===== config.mk =====
export PLATFORM = sky130hd
export DESIGN_NAME = stack_queue_buffer
export DESIGN_NICKNAME = d
export VERILOG_FILES = /design/src/rtl/stack_queue_pkg.sv /design/src/rtl/sqb_regfile.sv /design/src/rtl/stack_queue_buffer.sv
export SDC_FILE = /design/constraint.sdc
export NUM_CORES = 1
export LEC_CHECK = 0
export BUFFER_PORTS_ARGS = -buffer_cell sky130_fd_sc_hd__buf_2
export CAP_MARGIN = 20
export CELL_PAD_IN_SITES_DETAIL_PLACEMENT = 0
export CELL_PAD_IN_SITES_GLOBAL_PLACEMENT = 1
export CORE_MARGIN = 10
export CORE_UTILIZATION = 50
export CTS_CLUSTER_SIZE = 40
export DETAILED_ROUTE_END_ITERATION = 12
export PLACE_DENSITY = 0.86
export SYNTH_ARGS = -nofsm -noshare
export SYNTH_HDL_FRONTEND = slang
export SYNTH_SLANG_ARGS = --single-unit

===== constraint.sdc =====
create_clock -name Clk -period 4.6 [get_ports Clk]
set_input_delay 0.46 -clock Clk [delete_from_list [all_inputs] [get_ports Clk]]
set_output_delay 0.46 -clock Clk [all_outputs]
set_load 0.005 [all_outputs]

===== src/rtl/stack_queue_pkg.sv =====
`default_nettype none
// ============================================================================
// Module : stack_queue_pkg
// Brief  : Shared mode encoding and width helpers for stack_queue_buffer.
// Rev    : 1.0
// ============================================================================
package stack_queue_pkg;

  typedef enum logic {
    MODE_LIFO = 1'b0,
    MODE_FIFO = 1'b1
  } mode_e;

  function automatic int ptr_w(input int depth);
    return $clog2(depth);
  endfunction

  function automatic int cnt_w(input int depth);
    return $clog2(depth) + 1;
  endfunction

endpackage
`default_nettype wire


===== src/rtl/sqb_regfile.sv =====
`default_nettype none
// ============================================================================
// Module : sqb_regfile
// Brief  : DEPTH x DATA_WIDTH storage, one sync write port, async read port(s).
//          STACK_QUEUE_PEEK_EN adds a second async read port.
// Rev    : 1.0
// ============================================================================
import stack_queue_pkg::*;

module sqb_regfile #(
  parameter int DATA_WIDTH = 8,
  parameter int DEPTH      = 16
) (
  input  logic                      clk,
  input  logic                      i_we,
  input  logic [ptr_w(DEPTH)-1:0]   i_waddr,
  input  logic [DATA_WIDTH-1:0]     i_wdata,
  input  logic [ptr_w(DEPTH)-1:0]   i_raddr,
  output logic [DATA_WIDTH-1:0]     o_rdata
`ifdef STACK_QUEUE_PEEK_EN
  ,
  input  logic [ptr_w(DEPTH)-1:0]   i_paddr,
  output logic [DATA_WIDTH-1:0]     o_pdata
`endif
);

  // Contents are deliberately never reset.
  logic [DATA_WIDTH-1:0] r_mem [DEPTH];

  always_ff @(posedge clk) begin
    if (i_we) begin
      r_mem[i_waddr] <= i_wdata;
    end
  end

  assign o_rdata = r_mem[i_raddr];

`ifdef STACK_QUEUE_PEEK_EN
  assign o_pdata = r_mem[i_paddr];
`endif

endmodule
`default_nettype wire


===== src/rtl/stack_queue_buffer.sv =====
`default_nettype none
// ============================================================================
// Module : stack_queue_buffer
// Brief  : Run-time selectable LIFO/FIFO buffer with count and status flags.
//          STACK_QUEUE_PEEK_EN adds peekData/peekValid outputs.
// Rev    : 1.0
// ============================================================================
import stack_queue_pkg::*;

module stack_queue_buffer #(
  parameter int DATA_WIDTH   = 8,
  parameter int DEPTH        = 16,
  parameter int AFULL_LEVEL  = DEPTH - 2,
  parameter int AEMPTY_LEVEL = 2
) (
  input  logic                      Clk,
  input  logic                      Rst,
  input  logic                      MODE_SEL,
  input  logic                      PUSH,
  input  logic                      POP,
  input  logic [DATA_WIDTH-1:0]     dataIn,
  output logic [DATA_WIDTH-1:0]     dataOut,
  output logic                      OUT_VALID,
  output logic                      MODE_ACT,
  output logic [cnt_w(DEPTH)-1:0]   COUNT,
  output logic                      EMPTY,
  output logic                      FULL,
  output logic                      ALMOST_FULL,
  output logic                      ALMOST_EMPTY,
  output logic                      OVERFLOW,
  output logic                      UNDERFLOW
`ifdef STACK_QUEUE_PEEK_EN
  ,
  output logic [DATA_WIDTH-1:0]     peekData,
  output logic                      peekValid
`endif
);

  localparam int PW = ptr_w(DEPTH);
  localparam int CW = cnt_w(DEPTH);
  localparam logic [CW-1:0] c_depth  = CW'(DEPTH);
  localparam logic [CW-1:0] c_afull  = CW'(AFULL_LEVEL);
  localparam logic [CW-1:0] c_aempty = CW'(AEMPTY_LEVEL);

  logic [CW-1:0]         r_count;
  logic [PW-1:0]         r_wr_ptr;
  logic [PW-1:0]         r_rd_ptr;
  mode_e                 r_mode;
  logic [DATA_WIDTH-1:0] r_dout;
  logic                  r_valid;
  logic                  r_ovf;
  logic                  r_udf;

  logic                  w_empty;
  logic                  w_full;
  logic                  w_push_acc;
  logic                  w_pop_acc;
  logic                  w_mode_ld;
  logic [PW-1:0]         w_top;
  logic [PW-1:0]         w_waddr;
  logic [PW-1:0]         w_raddr;
  logic [DATA_WIDTH-1:0] w_rdata;

  assign w_empty    = (r_count == '0);
  assign w_full     = (r_count == c_depth);
  // A full buffer still takes a push when a pop frees the slot in the same cycle.
  assign w_push_acc = PUSH && (!w_full || POP);
  assign w_pop_acc  = POP && !w_empty;
  assign w_mode_ld  = w_empty && !PUSH;

  // Low bits of COUNT wrap correctly when COUNT == DEPTH.
  assign w_top   = r_count[PW-1:0] - PW'(1);
  assign w_raddr = (r_mode == MODE_FIFO) ? r_rd_ptr : w_top;
  assign w_waddr = (r_mode == MODE_FIFO) ? r_wr_ptr :
                   (w_pop_acc ? w_top : r_count[PW-1:0]);

  sqb_regfile #(
    .DATA_WIDTH (DATA_WIDTH),
    .DEPTH      (DEPTH)
  ) u_regfile (
    .clk     (Clk),
    .i_we    (w_push_acc),
    .i_waddr (w_waddr),
    .i_wdata (dataIn),
    .i_raddr (w_raddr),
    .o_rdata (w_rdata)
`ifdef STACK_QUEUE_PEEK_EN
    ,
    .i_paddr (w_raddr),
    .o_pdata (peekData)
`endif
  );

  always_ff @(posedge Clk) begin
    if (Rst) begin
      r_count  <= '0;
      r_wr_ptr <= '0;
      r_rd_ptr <= '0;
      r_mode   <= MODE_LIFO;
      r_dout   <= '0;
      r_valid  <= 1'b0;
      r_ovf    <= 1'b0;
      r_udf    <= 1'b0;
    end else begin
      r_valid <= w_pop_acc;
      r_ovf   <= PUSH && w_full && !POP;
      r_udf   <= POP && w_empty;
      if (w_pop_acc) begin
        r_dout <= w_rdata;
      end
      if (w_push_acc && !w_pop_acc) begin
        r_count <= r_count + CW'(1);
      end else if (w_pop_acc && !w_push_acc) begin
        r_count <= r_count - CW'(1);
      end
      if (w_mode_ld) begin
        r_mode   <= MODE_SEL ? MODE_FIFO : MODE_LIFO;
        r_wr_ptr <= '0;
        r_rd_ptr <= '0;
      end else if (r_mode == MODE_FIFO) begin
        if (w_push_acc) r_wr_ptr <= r_wr_ptr + PW'(1);
        if (w_pop_acc)  r_rd_ptr <= r_rd_ptr + PW'(1);
      end
    end
  end

  assign dataOut      = r_dout;
  assign OUT_VALID    = r_valid;
  assign MODE_ACT     = r_mode;
  assign COUNT        = r_count;
  assign EMPTY        = w_empty;
  assign FULL         = w_full;
  assign ALMOST_FULL  = (r_count >= c_afull);
  assign ALMOST_EMPTY = (r_count <= c_aempty);
  assign OVERFLOW     = r_ovf;
  assign UNDERFLOW    = r_udf;

`ifdef STACK_QUEUE_PEEK_EN
  assign peekValid = !w_empty;
`endif

endmodule
`default_nettype wire


# Word-level counts from Yosys, hierarchy flattened
# Memories as Yosys holds them, arrays and structs flattened. A register that Yosys moved wholly into a read port is not among the register bits.
# Cells that the tools add are included.
# totals
regBits	17
mem_bits_rw	128
in_bits	13
output_inout_bits	21
elab_cells	44
n_memories	1
# memory_table
memory	depth	width	read_ports	rd_clocked_by_memory_dff	write_ports	line	rtl
u_regfile.r_mem	16	8	1	1	1	sqb_regfile.sv:28	logic [DATA_WIDTH-1:0] r_mem [DEPTH];
# op_classes
n_addsub	5
n_lt_le_gt_ge	2
eq_ne	1
muxes	8
n_reduce_logical	20
# ops
operator	n
$mux W4	3
$mux W5	2
$add A4 B1 Y4 const B	2
$logic_and A1 B1 Y1	8
$logic_not A1 Y1	6
$add A5 B1 Y5 const B	1
$eq A5 B5 Y1 const B	1
$ge A5 B4 Y1 const B	1
$le A5 B2 Y1 const B	1
$logic_not A5 Y1	1
$sub A5 B1 Y5 const B	1
$reduce_and A2 Y1	2
$sub A4 B1 Y4 const B	1
$mux W1	3
$reduce_bool A2 Y1	1
$reduce_or A2 Y1	1
$logic_or A1 B1 Y1	1

# Depth between registers and ports, before layout
# depth
ltp_word	8
mapped_depth	17
depth_no_buf	14

# Modules after synthesis
# Synthesis repeated with hierarchy kept, for this count alone.
# unflattened
hier_cells	391
hier_area_um2	6386.1
# modules_own_cells
mod	instances	cells_each	area_each_um2	seq_area_each_um2
sqb_regfile	1	221	4987.3	3843.7
stack_queue_buffer	1	170	1398.8	500.5

# Worst setup path before layout
# No wires, ideal clock.
# synth_path
path_kind	register -> register
start	register r_count[0] (netlist: COUNT[0])
end	register r_count[4] (netlist: COUNT[4])
setup_time_ps	71
arrival_time_ps	3277
t_required_ps	4529
slack_ps	1252
path_stages_with_launch	17
n_path_buf	3
period_less_slack_ps	3348
path_cell_list	dfxtp_1 -> buf_2 -> inv_1 -> ha_1 -> or4b_4 -> and2_4 -> buf_6 -> clkinv_8 -> buf_6 -> ha_1 -> inv_1 -> fa_1 -> a21o_1 -> a21oi_1 -> xnor2_1 -> or3_1 -> a21oi_1
# synth_via
elab_chain_cells	7
word_cells_on_any_way	16
cone_classes	2 x add/sub; 1 x eq/ne; 2 x mux; 11 x reduce/logical
# synth_rtl
element	line	rtl
start: declaration	stack_queue_buffer.sv:45	logic [CW-1:0] r_count;
start signal: assignment	stack_queue_buffer.sv:112	r_count <= r_count + CW'(1);
start signal: assignment	stack_queue_buffer.sv:114	r_count <= r_count - CW'(1);
parallel branches: the longest is 7 deep, another holds $sub A5 B1 Y5	--	
# Parallel ways; which one is timed is not known. The select of a mux whose other input is x is not followed.
# A chain may end at the register's enable or synchronous reset.

# Worst setup path in the final report
# layout_path
start	register r_count[0] (netlist: COUNT[0])
end	register r_dout[7] (netlist: dataOut[7]), read port of u_regfile.r_mem
# layout_via
elab_chain_cells	3
word_cells_on_any_way	5
cone_classes	1 x add/sub; 1 x mux; 3 x reduce/logical
# layout_rtl
element	line	rtl
parallel branches: the longest is 3 deep, another holds $sub A4 B1 Y4	--	
end: declaration	stack_queue_buffer.sv:49	logic [DATA_WIDTH-1:0] r_dout;
# Parallel ways; which one is timed is not known.

==> summary.txt <==
Synthesis
  – Synth Warn #: 0
  – Largest area contributor in the netlist: edfxtp_1
  – Seq cells post-synth: between 150 and 200
  – Sequential area share after synthesis: 0.605
  – Asr flop ratio synth: 0
  – Most common library cells after synthesis: edfxtp_1 (128), nor2_1 (84), o21ai_0 (49), a21oi_1 (30)
  – Top area cells in the synthesized netlist: edfxtp_1 (54%), dfxtp_1 (7.0%), nor2_1 (4.4%)
  – Post-synth EDFFs: 128
  – Mapped Area: approximately 7200 um2
  – Syn_nets: 652
  – Top-count cell post-synth: edfxtp_1
  – Post-synthesis cell type count: 57
  – Synth Instances: between 600 and 700
  – Post-synth top area share: 0.535
  – Ys flop type: edfxtp_1
  – Syn_area_per_cell: 11.4 um2

Timing
  – F_max: 283 MHz
  – Worst hold margin: 0.259 ns
  – Slew headroom: 0.310
  – Worst Skew: 0.00764 ns
  – Final period utilization: 0.767
  – RSZ-0062 raised after global routing: false
  – Final hold viol count: 0
  – Fin crit period: ~3.5 ns
  – Final setup vio count: 0
  – Setup TNS: 0 ns
  – Slew @ Worst Pin: 1.04 ns
  – Count of pins over their slew limit: 0

Min path
  – Worst min path class: primary input to flip-flop

Clock tree
  – Clk_lat worst skew: 0.44 ns
  – CTS tree: done
  – Buffers inserted by post-CTS timing repair: 0
  – CTS Buffer Depth: 2
  – Clk sinks: 153
  – Num CTS Buffers: 17
  – Cts repair resizes: 0
  – CTS Root Cell: clkbuf_16
  – Hold Buf Count CTS: 0
  – H-Tree Depth: 4
  – Worst-path clk slew: 0.07 ns

Placement
  – Placed cell area: 7430 um2
  – Placer Congestion: a little over 0.9
  – Port-buffer cells: 33
  – DP HPWL: 12900 um

Final layout
  – Final std cell area, no fill: around 8000 um2
  – Share of cells above drive strength 1: 0.129
  – Register area: 4350 um2
  – Fillers: 1172
  – P&R area growth vs syn: 11.4%
  – Area of the multi-input gates: 2580 um2
  – # nets final: 669
  – Ant diodes: 0

Power and ir drop
  – Power per cell area: between 600 and 700 nW/um2
  – Comb pwr share: 0.413
  – Flop pwr share: 0.337
  – Leakage: 0.00271 uW
  – Maximum VDD drop: about 0.37 mV
  – Power Total: 5480 uW
  – Int Pwr: about 3300 uW
  – P_sw: 2220 uW
  – Switching fraction of total power: 0.405
  – Clock power share: 0.249

GRT
  – Largest net degree at the start of global routing: 64
  – Total track usage: 0.195
  – Vias in the first global route: about 5100
  – GRT Residual Overflow: 0
  – Global-route wire length before repair: 29700 um
  – Initial antenna violation count: 0

Floorplan
  – Die Ht: 140 um
  – Core box area: 14000 um2
  – Die area: 19600 um2
  – Die width: 140 um
  – IO Count: 34
  – Initial core utilization: 0.513
  – Std cell rows: 43

Drt
  – DRC viols: 0
  – Antenna-violating nets left: 0
  – Total number of vias: 5439
  – DR iter-0 viols: 687
  – Vias/cell: 6.48
  – Final wirelength: 19400 um
  – DR pass1 iterations: 5
  – WL/cell: 23.1 um

Run
  – Max Cap Violations: 0

Setup path
  – Worst Path Max Fanout: 47
  – Worst Path Required: 4.94 ns
  – WS Path Type: flip-flop to flip-flop
  – Max incr delay on CP: 0.88 ns
  – Critical path capture point type: flip-flop
  – Slowest stage cell, crit path: or2_1
  – Cell Chain, Critical Path: buf_4 > nor2b_1 > or2_1 > buf_4 > nor3_1 > a311oi_1 > nor3_1 > a211oi_1
  – Setup crit start kind: flip-flop
  – CP Buf/Inv Count: 2
  – Worst EP arrival: 3.87 ns
  – Delay-heaviest family, CP: simple AND/OR/NAND/NOR gates

Run status
  – Status: finished clean
-- cell usage in the layout (no fill, tap or decap), types with 2 or more instances in the layout --
cell type / n
a211o_1: 6
a211oi_1: 3
a21o_1: 3
a21oi_1: 30
a221oi_1: 16
a311oi_1: 6
a31oi_1: 3
a32oi_1: 2
and2_1: 6
buf_2: 33
buf_4: 8
clkbuf_16: 17
clkinv_2: 3
clkinv_4: 3
dfxtp_1: 24
edfxtp_1: 128
ha_1: 9
inv_1: 10
inv_6: 3
inv_8: 3
mux2i_1: 2
nand2_1: 18
nand2b_1: 17
nand3_1: 5
nor2_1: 84
nor2b_1: 20
nor3_1: 21
o211ai_1: 18
o21ai_0: 49
o21ai_1: 7
o21bai_1: 5
o22ai_1: 19
o22ai_2: 5
o31ai_1: 16
o32a_1: 5
or2_1: 2
or3_1: 14
xnor2_1: 5
xor2_1: 7
-- worst register-to-register path: stages (launching register included) --
cell	delay (ns)
dfxtp_1	0.33
buf_4	0.43
nor2b_1	0.71
or2_1	0.88
buf_4	0.31
nor3_1	0.06
a311oi_1	0.34
nor3_1	0.11
a211oi_1	0.26
-- per-layer routing --
layer	GRT usage	routed length (um)	up-vias
met2	0.294	8770	305
met4	0.0734	577	0
met5	0	0	-
li1	-	-	2417
met3	0.0480	1810	49
met1	0.266	8270	2668
-- path summary, 6_finish.rpt --
kind	start	to	slack, ns	depth (start not counted)
worst min register to register	r_rd_ptr[3]$_SDFFE_PP0P_	r_rd_ptr[3]$_SDFFE_PP0P_	0.50	2
worst min-delay path	POP	OVERFLOW$_SDFF_PP0_	0.26	2
worst max register to register	COUNT[0]$_SDFFE_PP0P_	dataOut[7]$_SDFFE_PP0N_	1.07	8
worst max-delay path	COUNT[0]$_SDFFE_PP0P_	dataOut[7]$_SDFFE_PP0N_	1.07	8
-- metrics by stage --
stage                     utilization  std cells  setup slack [ns]
after detailed placement        0.531        807              1.13
final                           0.572        839              1.07
after global routing            0.572        839             0.846
after floorplan                     -        629              1.25
after global placement          0.531        807              1.21
after CTS                       0.572        839              1.10
-- sequential cells by signal, summed over array words and instances, names as in the netlist --
signal / count
u_regfile.r_mem: 128
dataOut: 8
COUNT: 5
r_rd_ptr: 4
r_wr_ptr: 4
MODE_ACT: 1
OUT_VALID: 1
OVERFLOW: 1
UNDERFLOW: 1
-- layout make-up --
cell class              instances  area share
inverters                      11     0.00673
flip-flops and latches        153       0.544
repair buffers                 41      0.0282
clock inverters                14      0.0174
clock buffers                  18      0.0537
multi-input cells             422       0.322
well taps                     180      0.0282
-- cell families (layout without fill, tap and decap cells) --
| family | Yosys count | in the layout | synth area share |
|---|---|---|---|
| AO/OA/AOI/OAI | 199 | 199 | 0.186 |
| buffers and inverters | 54 | 84 | 0.0359 |
| XOR/XNOR | 12 | 12 | 0.0146 |
| AND/OR/NAND/NOR | 198 | 198 | 0.136 |
| flip-flops | 153 | 153 | 0.605 |
| adder cells (fa/ha/maj) | 10 | 10 | 0.0185 |
| multiplexers | 3 | 3 | 0.00436 |
-- power groups by stage --
stage / Sequential, uW / Clock (uW) / Combinational, uW
floorplan: 1820 / 0 / 1590
global placement: 1860 / 0 / 2150
finish: 1850 / 1370 / 2270
CTS: 1850 / 1370 / 2210
global route: 1870 / 1430 / 2450
detailed placement: 1870 / 0 / 2200
Note: power is estimated with default switching activity, not from simulation.
